[src/rtl/text_pkg.sv]
// text_pkg: shared constants, pipeline bundle type and address helper
// for the text-mode pixel generator.
package text_pkg;

    localparam int COLS    = 80;
    localparam int ROWS    = 30;
    localparam int CHAR_W  = 8;
    localparam int CHAR_H  = 8;
    localparam int LAT     = 4;
    localparam int TRAM_AW = 12;
    localparam int CHR_AW  = 11;

    // Per-pixel state carried alongside the memory lookups
    typedef struct packed {
        logic       de;
        logic       hs;
        logic       vs;
        logic       blank;
        logic [2:0] x;
        logic [2:0] y;
    } pix_pipe_t;

    localparam int PIPE_W = $bits(pix_pipe_t);

    // Linear text RAM address of a character cell
    function automatic logic [TRAM_AW-1:0] cell_addr(
        input logic [5:0] row,
        input logic [6:0] col,
        input int         cols
    );
        return TRAM_AW'(row) * TRAM_AW'(cols) + TRAM_AW'(col);
    endfunction

endpackage

[src/rtl/text_pixel_gen_pipe_delay.sv]
// pipe_delay: W-bit wide, D-stage delay line with synchronous
// active-high reset of every stage to zero.
module pipe_delay #(
    parameter int W = 1,
    parameter int D = 1
) (
    input  logic         clk,
    input  logic         reset,
    input  logic [W-1:0] i_d,
    output logic [W-1:0] o_q
);

    logic [W-1:0] r_tap [D];

    // Shift register; every tap cleared on reset
    always_ff @(posedge clk) begin
        if (reset) begin
            for (int i = 0; i < D; i++) begin
                r_tap[i] <= '0;
            end
        end else begin
            r_tap[0] <= i_d;
            for (int i = 1; i < D; i++) begin
                r_tap[i] <= r_tap[i-1];
            end
        end
    end

    assign o_q = r_tap[D-1];

endmodule

[src/rtl/text_pixel_gen.sv]
// text_pixel_gen: text RAM -> char ROM -> 1-bit pixel, fixed 4-cycle latency.
// Define TEXT_CURSOR_EN for a blinking underline cursor.
module text_pixel_gen #(
    parameter int COLS       = text_pkg::COLS,
    parameter int ROWS       = text_pkg::ROWS,
    parameter int BLINK_LOG2 = 5
) (
    input  logic                        clk,
    input  logic                        reset,
    input  logic                        de_in,
    input  logic                        hs_in,
    input  logic                        vs_in,
    input  logic [9:0]                  x,
    input  logic [9:0]                  y,
    output logic [text_pkg::TRAM_AW-1:0] tram_ad,
    output logic                        tram_ce,
    input  logic [7:0]                  tram_dout,
    output logic [text_pkg::CHR_AW-1:0] chr_ad,
    output logic                        chr_ce,
    output logic                        chr_oce,
    input  logic [7:0]                  chr_dout,
    output logic                        pix,
    output logic                        de_out,
    output logic                        hs_out,
    output logic                        vs_out
`ifdef TEXT_CURSOR_EN
    ,
    input  logic [6:0]                  cursor_col,
    input  logic [4:0]                  cursor_row
`endif
);

    import text_pkg::*;

    logic [6:0]         w_col;
    logic [5:0]         w_row;
    logic               w_blank0;
    pix_pipe_t          w_s0;
    pix_pipe_t          w_s2;
    pix_pipe_t          w_s3;
    logic               w_cur3;
    logic               w_glyph_bit;
    logic [TRAM_AW-1:0] r_tram_ad;
    logic               r_pix;
    logic               r_de;
    logic               r_hs;
    logic               r_vs;

    assign w_col = x[9:3];
    assign w_row = y[8:3];

    // y[9] set means y >= 512, always off-screen
    assign w_blank0 = !de_in
                   || (int'(w_col) >= COLS)
                   || (int'(w_row) >= ROWS)
                   || y[9];

    // Bundle entering the delay line
    always_comb begin
        w_s0       = '0;
        w_s0.de    = de_in;
        w_s0.hs    = hs_in;
        w_s0.vs    = vs_in;
        w_s0.blank = w_blank0;
        w_s0.x     = x[2:0];
        w_s0.y     = y[2:0];
    end

    // Stage 1: text RAM address, forced to zero for blank cells
    always_ff @(posedge clk) begin
        if (reset) begin
            r_tram_ad <= '0;
        end else if (w_blank0) begin
            r_tram_ad <= '0;
        end else begin
            r_tram_ad <= cell_addr(w_row, w_col, COLS);
        end
    end

    assign tram_ad = r_tram_ad;
    assign tram_ce = !reset;
    assign chr_ce  = !reset;
    assign chr_oce = 1'b1;

    // Two stages: lines up y with tram_dout for the ROM address
    pipe_delay #(
        .W (PIPE_W),
        .D (2)
    ) u_dly_s2 (
        .clk   (clk),
        .reset (reset),
        .i_d   (w_s0),
        .o_q   (w_s2)
    );

    // One more stage: lines up x and blank with chr_dout
    pipe_delay #(
        .W (PIPE_W),
        .D (1)
    ) u_dly_s3 (
        .clk   (clk),
        .reset (reset),
        .i_d   (w_s2),
        .o_q   (w_s3)
    );

    // Stage 2: ROM address straight from the text RAM output
    assign chr_ad = reset ? '0 : {tram_dout, w_s2.y};

`ifdef TEXT_CURSOR_EN
    logic [BLINK_LOG2:0] r_frame;
    logic                r_vs_prev;
    logic                w_phase;
    logic                w_cur0;

    // Frame counter advances on each vsync rising edge
    always_ff @(posedge clk) begin
        if (reset) begin
            r_frame   <= '0;
            r_vs_prev <= 1'b0;
        end else begin
            r_vs_prev <= vs_in;
            if (vs_in && !r_vs_prev) begin
                r_frame <= r_frame + 1'b1;
            end
        end
    end

    // Each blink phase lasts 2^BLINK_LOG2 frames
    assign w_phase = r_frame[BLINK_LOG2];

    // Underline covers the bottom two glyph rows of the cursor cell
    assign w_cur0 = w_phase
                 && (w_col == cursor_col)
                 && (w_row == {1'b0, cursor_row})
                 && (y[2:1] == 2'b11);

    pipe_delay #(
        .W (1),
        .D (3)
    ) u_dly_cur (
        .clk   (clk),
        .reset (reset),
        .i_d   (w_cur0),
        .o_q   (w_cur3)
    );
`else
    assign w_cur3 = 1'b0;
`endif

    // Pick the glyph bit; MSB is the leftmost pixel
    assign w_glyph_bit = chr_dout[3'd7 - w_s3.x];

    // Stage 3: pixel and delayed syncs; de gating keeps flushed slots dark
    always_ff @(posedge clk) begin
        if (reset) begin
            r_pix <= 1'b0;
            r_de  <= 1'b0;
            r_hs  <= 1'b0;
            r_vs  <= 1'b0;
        end else begin
            r_pix <= w_s3.de && !w_s3.blank && (w_cur3 || w_glyph_bit);
            r_de  <= w_s3.de;
            r_hs  <= w_s3.hs;
            r_vs  <= w_s3.vs;
        end
    end

    assign pix    = r_pix;
    assign de_out = r_de;
    assign hs_out = r_hs;
    assign vs_out = r_vs;

endmodule

[config.mk]
export PLATFORM = sky130hd
export DESIGN_NAME = text_pixel_gen
export DESIGN_NICKNAME = d
export VERILOG_FILES = /design/src/rtl/text_pkg.sv /design/src/rtl/text_pixel_gen_pipe_delay.sv /design/src/rtl/text_pixel_gen.sv
export SDC_FILE = /design/constraint.sdc
export NUM_CORES = 1
export LEC_CHECK = 0
export CORE_AREA = 2 2 69 71
export CTS_BUF_LIST = sky130_fd_sc_hd__clkbuf_8
export DETAILED_ROUTE_END_ITERATION = 8
export DIE_AREA = 0 0 71 73
export PLACE_DENSITY = 0.85
export SLEW_MARGIN = 20
export SYNTH_ARGS = -nofsm -noshare
export SYNTH_HDL_FRONTEND = slang
export SYNTH_HIERARCHICAL = 1
export SYNTH_SLANG_ARGS = --single-unit
[constraint.sdc]
create_clock -name clk -period 3.4 [get_ports clk]
set_clock_uncertainty 0.15 [all_clocks]
set_input_delay 0.85 -clock clk [delete_from_list [all_inputs] [get_ports clk]]
set_output_delay 0.85 -clock clk [all_outputs]
set_load 0.05 [all_outputs]
# Word level (Yosys, flattened, before mapping)
# Memory sizes are Yosys's and may differ from the RTL's.
# Index checks and enable logic that the tools add are counted.
[totals] ff_bits=16 elab_cells=35 inputBits=41 out_inout_bits=30 ram_bits=30 mem_count=2
[classes] mux=10 magnitude_cmp=3 bitwise_logic=2 n_reduce_logical=10 addsub=2 multipliers=1
[mem_list] name="u_dly_s2.r_tap" words=2 word_bits=10 read_ports=2 rd_clocked_by_memory_dff=0 write_ports=2 line="text_pixel_gen_pipe_delay.sv:13" text="logic [W-1:0] r_tap [D];"
[mem_list] name="u_dly_s3.r_tap" words=1 word_bits=10 read_ports=1 rd_clocked_by_memory_dff=0 write_ports=1 line="text_pixel_gen_pipe_delay.sv:13"
[ops] op="$mux 10" count=3
[ops] op="$add 12x7->12" count=1
[ops] op="$mux 11" count=1
[ops] op="$reduce_or 10->1" count=1
[ops] op="$mul 6x3->8 const B" count=1
[ops] op="$ge 7x7->1 const B" count=1
[ops] op="$ge 6x5->1 const B" count=1
[ops] op="$mux 1" count=5
[ops] op="$lt 3x4->1 const B" count=1
[ops] op="$bmux 1 s3" count=1
[ops] op="$logic_not 1->1" count=3
[ops] op="$logic_or 1x1->1" count=3
[ops] op="$sub 3x3->3 const A" count=1
[ops] op="$logic_and 1x1->1" count=2
[ops] op="$or 1x1->1" count=2
[ops] op="$reduce_or 2->1" count=1

# Longest topological paths before layout
[logic_depth] ltp_word=5 ltp_mapped=7 depth_no_buf=7

# Modules after synthesis
# Netlist, hierarchy kept.
[by_module_without_submodules] mod="text_pixel_gen" cells_each=98 area_per_inst_um2=978.4 seq_area_each_um2=320.3 instances=1
[by_module_without_submodules] mod="pipe_delay at u_dly_s2" cells_each=52 area_per_inst_um2=693.2 seq_area_each_um2=400.4 instances=1
[by_module_without_submodules] mod="pipe_delay at u_dly_s3" cells_each=20 area_per_inst_um2=262.8 seq_area_each_um2=200.2 instances=1

# Least setup slack after synthesis
# OpenSTA, ideal clock, no wires.
[synth_path] kind="in2reg" startpoint="input y[4]" endpoint="register r_tram_ad[11], in the netlist tram_ad[11]" slack_ns=0.360 arrival_ns=2.767 setup_ns=0.123 required_time_ns=3.127 path_stages=7 n_path_buf=0 path_cell_list="ha_1 > ha_1 > fa_1 > nand2_1 > nor2_1 > or4b_4 > mux2_1"
[synth_via] elab_chain_cells=4 word_cells_on_any_way=6 classes_between="add/sub (1); mul (1); order compare (1); reduce/logical (3)"
[synth_lines] element="from (decl)" line="text_pixel_gen.sv:14" text="input logic [9:0] y,"
[synth_lines] element="parallel branches: the longest is 4 deep, another holds $add 12x7->12"
[synth_lines] element="to (signal assigned)" line="text_pixel_gen.sv:76" text="r_tram_ad <= cell_addr(w_row, w_col, COLS);"
[synth_lines] element="to (decl)" line="text_pixel_gen.sv:43" text="logic [TRAM_AW-1:0] r_tram_ad;"
# Parallel ways; which one is timed is not known.
# A chain may end at the register's enable or synchronous reset.

# Worst setup path in the final report
# Ends and elaborated chain as after synthesis.

==> run summary <==
Vias/cell = 4.42
GPL Wtd Cong = 0.800
Sw Share = 25.1%
Max Slew Vio Count = 0
Clock Latency Late Sink = 290 ps
CP arrival = 3280 ps
Dpl hpwl = 2630 um
Mapped Nets = 218
Top delay family on crit path = adder cells
Slew margin rel. = 66.3%
Outcome = complete, no violations
Wire length of the first global-routing pass = 5530 um
Site Rows = 25
# Post-CTS Setup Buffers = 0
HP Start = u_dly_s3/r_tap[0][6]$_SDFF_PP0_
GRT overflow = 0
Final setup viols = 0
Tcrit/Tclk final = 95.5%
Net Switching = 0.289 mW
Worst Hold Endpoint = pix$_SDFF_PP0_
CP Max Fanout = 2
Clock Power Share = 34.2%
Sequential share of power = 45.4%
Non-Filler Instances = 292
Post_cts resized = 0
CTS buffer count = 5
Maximum clock path buffer count = 2
Synth Cell Area = 1860 um2
Antenna violations before repair = 0
CTS tree = done
Yosys warnings = 6
Worst hold path cell count = 1
Crit end category = flop
Total Routing Usage GR = 14.0%
R2r startpoint = u_dly_s3/r_tap[0][3]$_SDFF_PP0_
Overall power = 1.15 mW
CTS Sinks = 43
Area growth syn-to-layout = 43.5%
Die H = 73 um
First drt pass iteration count = 4
HP Class = reg2reg
Crit path max-delay cell type = clkdlybuf4s50_1
Internal power = 0.863 mW
Largest net degree at the start of global routing = 24
Boundary Pins = 71
CP required = 3440 ps
Clock-pin slew on the worst setup and hold paths = 80 ps
Logic gate share of total power = 20.4%
Worst-path cell chain = clkdlybuf4s50_1 > ha_1 > ha_1 > fa_1 > and3_2 > or3_1 > and3_1 > mux2_1
Htree depth = 2
Most common cell on crit path = ha_1
DRC = 0
Root buffer cell = clkbuf_8
Leak = 1.13 nW
Routed Antenna Nets = 0
Crit path kind = in2reg
TNS Setup = 0 ps
R2r endpoint = pix$_SDFF_PP0_
Fin nets = 291
Post-Syn Instances = 164
Reg2Reg Setup Slack = 2040 ps
Mean Syn Cell Area = 11.3 um2
Min cycle time layout = 3250 ps
Post-Place Setup Slack = -151 ps
Critical path startpoint category = input pin
IO Port Bufs = 69
Layout cells sized above 1 = 24.8%
Placed cell count = 284
Via count = 1290
Iter 0 DRT Violations = 38
Bufs and invs on worst path = 1
Peak VDD IR = 0.194 mV
Final hold viol count = 0
R2R depth = 3
Pwr dens = 433 nW/um2
Vias in the first global route = 1208
Core Region = 4540 um2
Starting Density = 40.9%
Maxcap violations = 0
Die area = 5180 um2
RSZ-0062 raised after global routing = false
WL per Instance = 11.4 um
Hold-fix buffers, CTS = 0
Setup WS post-layout = 152 ps
Diodes inserted = 0
Tightest Pin Transition = 504 ps
Fmax = 308 MHz
Die width = 71 um
Max incr delay on CP = 430 ps
WL final = 3340 um
-- how the worst max path moves through the flow --
| stage | cells after the start | to | slack [ps] | startpoint |
|---|---|---|---|---|
| floorplan | 7 | tram_ad[11]$_SDFF_PP0_ | 360 | y[4] |
| global placement | 8 | tram_ad[11]$_SDFF_PP0_ | -100 | y[4] |
| detailed placement | 8 | tram_ad[11]$_SDFF_PP0_ | -150 | y[4] |
| CTS | 8 | tram_ad[11]$_SDFF_PP0_ | 150 | y[4] |
| global route | 8 | tram_ad[11]$_SDFF_PP0_ | 60 | y[4] |
| finish | 8 | tram_ad[11]$_SDFF_PP0_ | 150 | y[4] |
-- through the flow --
stage | utilization, % | hold WS (ps) | area (um2)
floorplan | - | 223 | 1860
global placement | 56.2 | 227 | 2550
detailed placement | 56.2 | 231 | 2550
CTS | 58.7 | 243 | 2660
global route | 58.7 | 246 | 2660
finish | 58.7 | 243 | 2660
-- state kept, by name, summed over array words and instances, names as in the netlist --
register and cells:
hs_out 1, tram_ad 12, pix 1, de_out 1, u_dly_s3/r_tap 7, u_dly_s2/r_tap 20
vs_out 1
-- routing by layer --
metal,vias to the layer above,share of wire (%),GRT usage (%)
li1,673,-,-
met1,579,43,16.2
met2,33,50,23.8
met3,5,4.8,5.11
met4,0,1.6,5.03
met5,-,0,0
-- power groups by stage --
| stage | clock, mW | sequential [mW] | combinational (mW) |
|---|---|---|---|
| after global placement | 0 | 0.535 | 0.232 |
| after detailed placement | 0 | 0.536 | 0.235 |
| after CTS | 0.407 | 0.524 | 0.237 |
| after global routing | 0.428 | 0.526 | 0.255 |
| final | 0.394 | 0.524 | 0.235 |
| after floorplan | 0 | 0.546 | 0.132 |
-- cells in the final DEF (no fill, tap or decap), drive strengths merged, types with 2 or more instances in the layout --
cell,instances
nor3,3
clkdlybuf4s50,55
clkinv,2
mux4,2
xnor2,3
ha,11
buf,26
dfxtp,43
nor2,6
inv,2
nor2b,42
clkbuf,5
and3,3
a21o,2
nand4,3
and2,7
fa,2
o21ai,2
a21oi,5
-- cell type report --
| type | count | area, um2 |
|---|---|---|
| multi-input combinational | 104 | 871 |
| clock buffer | 5 | 68.8 |
| inverter | 2 | 7.51 |
| sequential | 43 | 861 |
| fill | 405 | 1870 |
| tap | 54 | 67.6 |
| timing repair buffer | 81 | 743 |
| clock inverter | 3 | 43.8 |
-- worst reg2reg max path, delay by kind of cell (launching register included) --
family	cells	cell delay [ps]
simple gates	1	60
flops	1	380
mux	2	670
(Power assumes the default switching activity.)
